### src/rtl/rivyera_reg_responder_pkg.sv
// Shared command codes, FSM state encoding and identification constant for
// the register responder.
package rivyera_reg_responder_pkg;

  localparam logic [7:0]  CMD_WR   = 8'h01;
  localparam logic [7:0]  CMD_RD   = 8'h02;
  localparam logic [7:0]  CMD_RSP  = 8'h03;
  localparam logic [63:0] ID_VALUE = 64'h5245_4731_0000_0001;

  typedef enum logic [1:0] {
    ST_IDLE = 2'd0,
    ST_EXEC = 2'd1,
    ST_RESP = 2'd2
  } state_t;

endpackage

### src/rtl/rivyera_reg_bank.sv
// NREG x DATA_W register bank: one write port, combinational read mux,
// register 0 hardwired to the identification constant.
module rivyera_reg_bank #(
  parameter int              REG_W  = 8,
  parameter int              DATA_W = 64,
  parameter int              NREG   = 16,
  parameter logic [DATA_W-1:0] ID   = '0
) (
  input  logic                   clk,
  input  logic                   rst,
  input  logic                   wr_en,
  input  logic [REG_W-1:0]       wr_addr,
  input  logic [DATA_W-1:0]      wr_data,
  input  logic [REG_W-1:0]       rd_addr,
  output logic [DATA_W-1:0]      rd_data,
  output logic [NREG*DATA_W-1:0] reg_q
);

  for (genvar i = 0; i < NREG; i++) begin : g_reg
    if (i == 0) begin : g_id
      assign reg_q[0 +: DATA_W] = ID;
    end else begin : g_rw
      logic [DATA_W-1:0] r;
      always_ff @(posedge clk or posedge rst) begin
        if (rst) begin
          r <= '0;
        end else if (wr_en && (wr_addr == REG_W'(i))) begin
          r <= wr_data;
        end
      end
      assign reg_q[i*DATA_W +: DATA_W] = r;
    end
  end

  // Addresses at or beyond NREG match no entry and read back as zero.
  always_comb begin
    rd_data = '0;
    for (int i = 0; i < NREG; i++) begin
      if (rd_addr == REG_W'(i)) rd_data = reg_q[i*DATA_W +: DATA_W];
    end
  end

endmodule

### src/rtl/rivyera_reg_responder.sv
// Register-file responder: pops write/read requests from the API input FIFO,
// updates the local bank, and answers reads on the API output port.
module rivyera_reg_responder
  import rivyera_reg_responder_pkg::*;
#(
  parameter int SLOT_W = 5,
  parameter int FPGA_W = 4,
  parameter int REG_W  = 8,
  parameter int CMD_W  = 8,
  parameter int DATA_W = 64,
  parameter int NREG   = 16
) (
  input  logic                   api_clk_in,
  input  logic                   api_rst_in,
  output logic                   api_i_clk_out,
  input  logic [SLOT_W-1:0]      api_i_src_slot_in,
  input  logic [FPGA_W-1:0]      api_i_src_fpga_in,
  input  logic [REG_W-1:0]       api_i_src_reg_in,
  input  logic [CMD_W-1:0]       api_i_src_cmd_in,
  input  logic [REG_W-1:0]       api_i_tgt_reg_in,
  input  logic [CMD_W-1:0]       api_i_tgt_cmd_in,
  input  logic [DATA_W-1:0]      api_i_data_in,
  input  logic                   api_i_empty_in,
  input  logic                   api_i_am_empty_in,
  output logic                   api_i_rd_en_out,
  output logic                   api_o_clk_out,
  input  logic                   api_o_rfd_in,
  output logic [SLOT_W-1:0]      api_o_tgt_slot_out,
  output logic [FPGA_W-1:0]      api_o_tgt_fpga_out,
  output logic [REG_W-1:0]       api_o_tgt_reg_out,
  output logic [CMD_W-1:0]       api_o_tgt_cmd_out,
  output logic [REG_W-1:0]       api_o_src_reg_out,
  output logic [CMD_W-1:0]       api_o_src_cmd_out,
  output logic [DATA_W-1:0]      api_o_data_out,
  output logic                   api_o_wr_en_out,
  output logic [NREG*DATA_W-1:0] reg_q_out,
  output logic [15:0]            err_cnt_out
);

  // Handshakes: input side is FWFT, a word is consumed on any edge where
  // empty=0 and rd_en=1; output side pushes on any edge where wr_en=1, which
  // is only raised while rfd=1, and the fields stay put until that edge.
  state_t state_q, state_d;

  logic [SLOT_W-1:0] h_src_slot;
  logic [FPGA_W-1:0] h_src_fpga;
  logic [REG_W-1:0]  h_src_reg;
  logic [CMD_W-1:0]  h_src_cmd;
  logic [REG_W-1:0]  h_tgt_reg;
  logic [CMD_W-1:0]  h_tgt_cmd;
  logic [DATA_W-1:0] h_data;

  logic              bank_we;
  logic              err_inc;
  logic              rsp_load;
  logic [DATA_W-1:0] rd_data;
  logic              is_wr, is_rd, wr_ok;
  logic              unused_am_empty;

  assign unused_am_empty = api_i_am_empty_in;
  assign api_i_clk_out   = api_clk_in;
  assign api_o_clk_out   = api_clk_in;

  assign api_i_rd_en_out = (state_q == ST_IDLE) & ~api_i_empty_in & ~api_rst_in;
  assign api_o_wr_en_out = (state_q == ST_RESP) & api_o_rfd_in;

  assign is_wr = (h_tgt_cmd == CMD_W'(CMD_WR));
  assign is_rd = (h_tgt_cmd == CMD_W'(CMD_RD));
  assign wr_ok = (h_tgt_reg != '0) && (h_tgt_reg < REG_W'(NREG));

  always_ff @(posedge api_clk_in or posedge api_rst_in) begin
    if (api_rst_in) state_q <= ST_IDLE;
    else            state_q <= state_d;
  end

  always_comb begin
    state_d  = state_q;
    bank_we  = 1'b0;
    err_inc  = 1'b0;
    rsp_load = 1'b0;
    case (state_q)
      ST_IDLE: if (api_i_rd_en_out) state_d = ST_EXEC;
      ST_EXEC: begin
        state_d = ST_IDLE;
        if (is_wr) begin
          bank_we = wr_ok;
          err_inc = ~wr_ok;
        end else if (is_rd) begin
          rsp_load = 1'b1;
          state_d  = ST_RESP;
        end else begin
          err_inc = 1'b1;
        end
      end
      ST_RESP: if (api_o_rfd_in) state_d = ST_IDLE;
      default: state_d = ST_IDLE;
    endcase
  end

  always_ff @(posedge api_clk_in or posedge api_rst_in) begin
    if (api_rst_in) begin
      h_src_slot <= '0;
      h_src_fpga <= '0;
      h_src_reg  <= '0;
      h_src_cmd  <= '0;
      h_tgt_reg  <= '0;
      h_tgt_cmd  <= '0;
      h_data     <= '0;
    end else if (api_i_rd_en_out) begin
      h_src_slot <= api_i_src_slot_in;
      h_src_fpga <= api_i_src_fpga_in;
      h_src_reg  <= api_i_src_reg_in;
      h_src_cmd  <= api_i_src_cmd_in;
      h_tgt_reg  <= api_i_tgt_reg_in;
      h_tgt_cmd  <= api_i_tgt_cmd_in;
      h_data     <= api_i_data_in;
    end
  end

  always_ff @(posedge api_clk_in or posedge api_rst_in) begin
    if (api_rst_in) begin
      api_o_tgt_slot_out <= '0;
      api_o_tgt_fpga_out <= '0;
      api_o_tgt_reg_out  <= '0;
      api_o_tgt_cmd_out  <= '0;
      api_o_src_reg_out  <= '0;
      api_o_src_cmd_out  <= '0;
      api_o_data_out     <= '0;
    end else if (rsp_load) begin
      api_o_tgt_slot_out <= h_src_slot;
      api_o_tgt_fpga_out <= h_src_fpga;
      api_o_tgt_reg_out  <= h_src_reg;
      api_o_tgt_cmd_out  <= CMD_W'(CMD_RSP);
      api_o_src_reg_out  <= h_tgt_reg;
      api_o_src_cmd_out  <= h_src_cmd;
      api_o_data_out     <= rd_data;
    end
  end

  always_ff @(posedge api_clk_in or posedge api_rst_in) begin
    if (api_rst_in)                           err_cnt_out <= '0;
    else if (err_inc && (err_cnt_out != '1))  err_cnt_out <= err_cnt_out + 16'd1;
  end

  rivyera_reg_bank #(
    .REG_W  (REG_W),
    .DATA_W (DATA_W),
    .NREG   (NREG),
    .ID     (DATA_W'(ID_VALUE))
  ) u_bank (
    .clk     (api_clk_in),
    .rst     (api_rst_in),
    .wr_en   (bank_we),
    .wr_addr (h_tgt_reg),
    .wr_data (h_data),
    .rd_addr (h_tgt_reg),
    .rd_data (rd_data),
    .reg_q   (reg_q_out)
  );

endmodule

### config.mk
export PLATFORM = sky130hd
export DESIGN_NAME = rivyera_reg_responder
export DESIGN_NICKNAME = d
export VERILOG_FILES = /design/src/rtl/rivyera_reg_responder_pkg.sv /design/src/rtl/rivyera_reg_bank.sv /design/src/rtl/rivyera_reg_responder.sv
export SDC_FILE = /design/constraint.sdc
export NUM_CORES = 2
export LEC_CHECK = 0
export CAP_MARGIN = 15
export CELL_PAD_IN_SITES_DETAIL_PLACEMENT = 1
export CELL_PAD_IN_SITES_GLOBAL_PLACEMENT = 1
export CORE_AREA = 2 2 495 497
export DETAILED_ROUTE_END_ITERATION = 12
export DIE_AREA = 0 0 497 499
export PLACE_DENSITY = 0.46
export SLEW_MARGIN = 20
export SYNTH_ARGS = -nofsm -noshare
export SYNTH_HDL_FRONTEND = slang
export SYNTH_SLANG_ARGS = --single-unit
### constraint.sdc
create_clock -name api_clk_in -period 132.1 [get_ports api_clk_in]
set_clock_uncertainty 0.05 [all_clocks]
set_input_delay 26.42 -clock api_clk_in [delete_from_list [all_inputs] [get_ports api_clk_in]]
set_output_delay 26.42 -clock api_clk_in [all_outputs]
set_load 0.01 [all_outputs]
==> results.json <==
{
  "async_flop_share_pct": 100,
  "fin_setup_tns_ns": 0,
  "antenna_found_initial": 30,
  "slew_headroom_pct": 18.7,
  "grt-ovfl-total": 0,
  "post_dp_cell_area_mm2": 0.0696,
  "path_cells": "clkbuf_16, clkbuf_16, clkdlybuf4s50_1",
  "clk_pin_slew_ns": 0.06,
  "dieArea_mm2": 0.248,
  "drv_cap": 0,
  "cts_tree": "yes",
  "largest_reg_flops": 960,
  "drive_above_1_share_pct": 26.4,
  "finalHoldViolCount": 0,
  "clk_latency_ns": 0.94,
  "cts_setup_buffers": 0,
  "first_iter_violations": 3034,
  "rows": 181,
  "cp.arrival_ns": 66.78,
  "vias": 44900,
  "rsz0062_at_grt": "false",
  "nNetsFinal": 5640,
  "wire_per_inst_um": 41.0,
  "synth_edf_count": 0,
  "crit_slowest_cell": "clkdlybuf4s50_1",
  "setup_violations": 0,
  "design_area_mm2": 0.0750,
  "synth-seq-cells": 1181,
  "netlist_area_mm2": 0.0542,
  "dpl.hpwl_mm": 252,
  "syn_to_final_growth_pct": 38.3,
  "crit_top_cell": "clkbuf_16",
  "yosys.area.top_type": "dfrtp_1",
  "first_pass_iters": 6,
  "end_kind": "primary output",
  "ys_types": 75,
  "die_height_um": 499,
  "io_buffers": 1187,
  "slew_viol_final": 0,
  "coreArea_mm2": 0.243,
  "cts_hold_buf": 0,
  "drc_errors": 0,
  "max_slew.worst_pin.slew_ns": 1.22,
  "syn_inst": 4438,
  "synth_top_cell_area_share_pct": 54.5,
  "power_density_mw_per_mm2": 13.0,
  "grt_use_total_pct": 28.6,
  "viasPerCell": 5.06,
  "gp_congestion": 0.830,
  "yosys-top-cells-count": "dfrtp_1, mux2_2, o21ai_0",
  "crit_type": "clk2out",
  "dp_cells": 8570,
  "status": "complete, no violations",
  "place_ws_ns": 39.13,
  "yosys-top-cells-area": "dfrtp_1, mux2_2, o21ai_0",
  "fin_hold_ws_ns": 0.419,
  "avgSynthCellArea_um2": 12.2,
  "largest-register": "u_bank.g.g_rw.r",
  "power_leakage_nw": 32.7,
  "grt_first_pass_wirelength_mm": 478,
  "ys.flop_type": "dfrtp_1",
  "cp_top_family": "buffers and inverters",
  "seq_area_frac_synth_pct": 54.5,
  "yosys_warnings": 0,
  "start_kind": "clock port",
  "grt_pass1_vias": 47000,
  "initial_core_util_pct": 22.4,
  "critPathMaxFanout": 2,
  "final-instance-count-excl-fill": 8862,
  "wl_mm": 363,
  "synth_most_common_cell": "dfrtp_1",
  "cp.required_ns": 105.63,
  "die_w_um": 497,
  "crit_buf_inv": 3,
  "slowest_delay_ns": 0.46,
  "ios": 1259,
  "detail-route-antenna-nets": 0,
  "cts_resized": 0,
  "largestRegisters": "u_bank.g.g_rw.r x960, api_o_data_out x64, h_data x64",
  "grt_max_degree": 158,
  "peakVddDrop_uv": 8.83,
  "hp-class": "reg2reg",
  "setup_slack_ns": 38.85
}
[layout by cell type (no fill, tap or decap), types with 20 or more instances in the layout]
cell type,Yosys,final
nor2_4,0,23
a22oi_1,30,30
a221oi_1,46,46
clkdlybuf4s50_1,0,1187
clkbuf_1,217,36
o22ai_1,107,107
a22o_1,34,34
dfrtp_1,1181,1177
mux2_1,42,42
nor3_1,31,27
mux2_2,1012,1012
clkbuf_8,0,43
conb_1,2,70
nor2_1,134,112
o21ai_0,275,274
clkbuf_16,0,163
nand3_1,37,31
o211ai_1,28,28
a211oi_1,52,52
mux2i_1,88,88
a21oi_1,238,237
nand2_1,268,259
inv_1,23,21
clkinv_2,0,20
buf_4,81,134
[power breakdown]
group	internal [mW]	switching [mW]
registers	0.371	0.0308
logic	0.0343	0.0848
clock network	0.271	0.182
[routing by layer]
metal  vias to the layer above  track usage, %  routed length (µm)
li1                      18400               -                   -
met1                     24300            34.1              145000
met2                      1786            48.7              177000
met3                       413            9.07               28800
met4                         6            9.25               13200
met5                         -               0                  36
[cell families after synthesis]
group / count (synthesis) / share of synthesized area [%]
flops: 1181 / 54.5
mux: 1142 / 23.5
compound gates: 987 / 11.7
simple gates: 622 / 5.47
buf+inv: 489 / 4.58
xor+xnor: 14 / 0.226
other cells: 2 / 0.0139
fa+ha+maj: 1 / 0.0231
[cell type report]
class / count / area [µm²]
sequential: 1181 / 29600
timing repair buffer: 1324 / 13000
multi-input combinational: 2836 / 22900
antenna: 9 / 22.5
clock buffer: 244 / 4830
tap: 3202 / 4010
clock inverter: 41 / 603
fill: 26200 / 168000
inverter: 25 / 108
[worst reg2reg max path, stage by stage (launching register included)]
cell and delay, ns:
dfrtp_4 0.80, buf_4 0.70, and2_2 0.56, buf_4 0.60, nand3_4 0.46, buf_4 0.55
nor2_4 0.28, buf_4 0.82, mux2_2 0.54
[path summary, 6_finish.rpt]
| kind | startpoint | endpoint | slack [ns] | cells after the start |
|---|---|---|---|---|
| max in group asynchronous | api_rst_in | u_bank.g_reg[13].g_rw.r[22] | 100.77 | 8 |
| setup reg to reg | h_tgt_reg[3] | u_bank.g_reg[15].g_rw.r[40] | 126.63 | 8 |
| setup / recovery | api_clk_in | api_o_clk_out | 38.85 | 3 |
| min in group asynchronous | api_rst_in | h_data[41] | 26.05 | 2 |
| hold / removal | h_src_reg[0] | api_o_tgt_reg_out[0] | 0.42 | 2 |
| hold reg to reg | h_src_reg[0] | api_o_tgt_reg_out[0] | 0.42 | 2 |
[stage by stage]
step | power [mW] | utilization (%)
3_3_place_gp | 0.531 | 28.7
4_1_cts | 0.989 | 30.9
2_1_floorplan | 0.451 | -
5_1_grt | 1.01 | 30.9
3_5_place_dp | 0.532 | 28.7
6_report | 0.975 | 30.9
(Power assumes the default switching activity.)
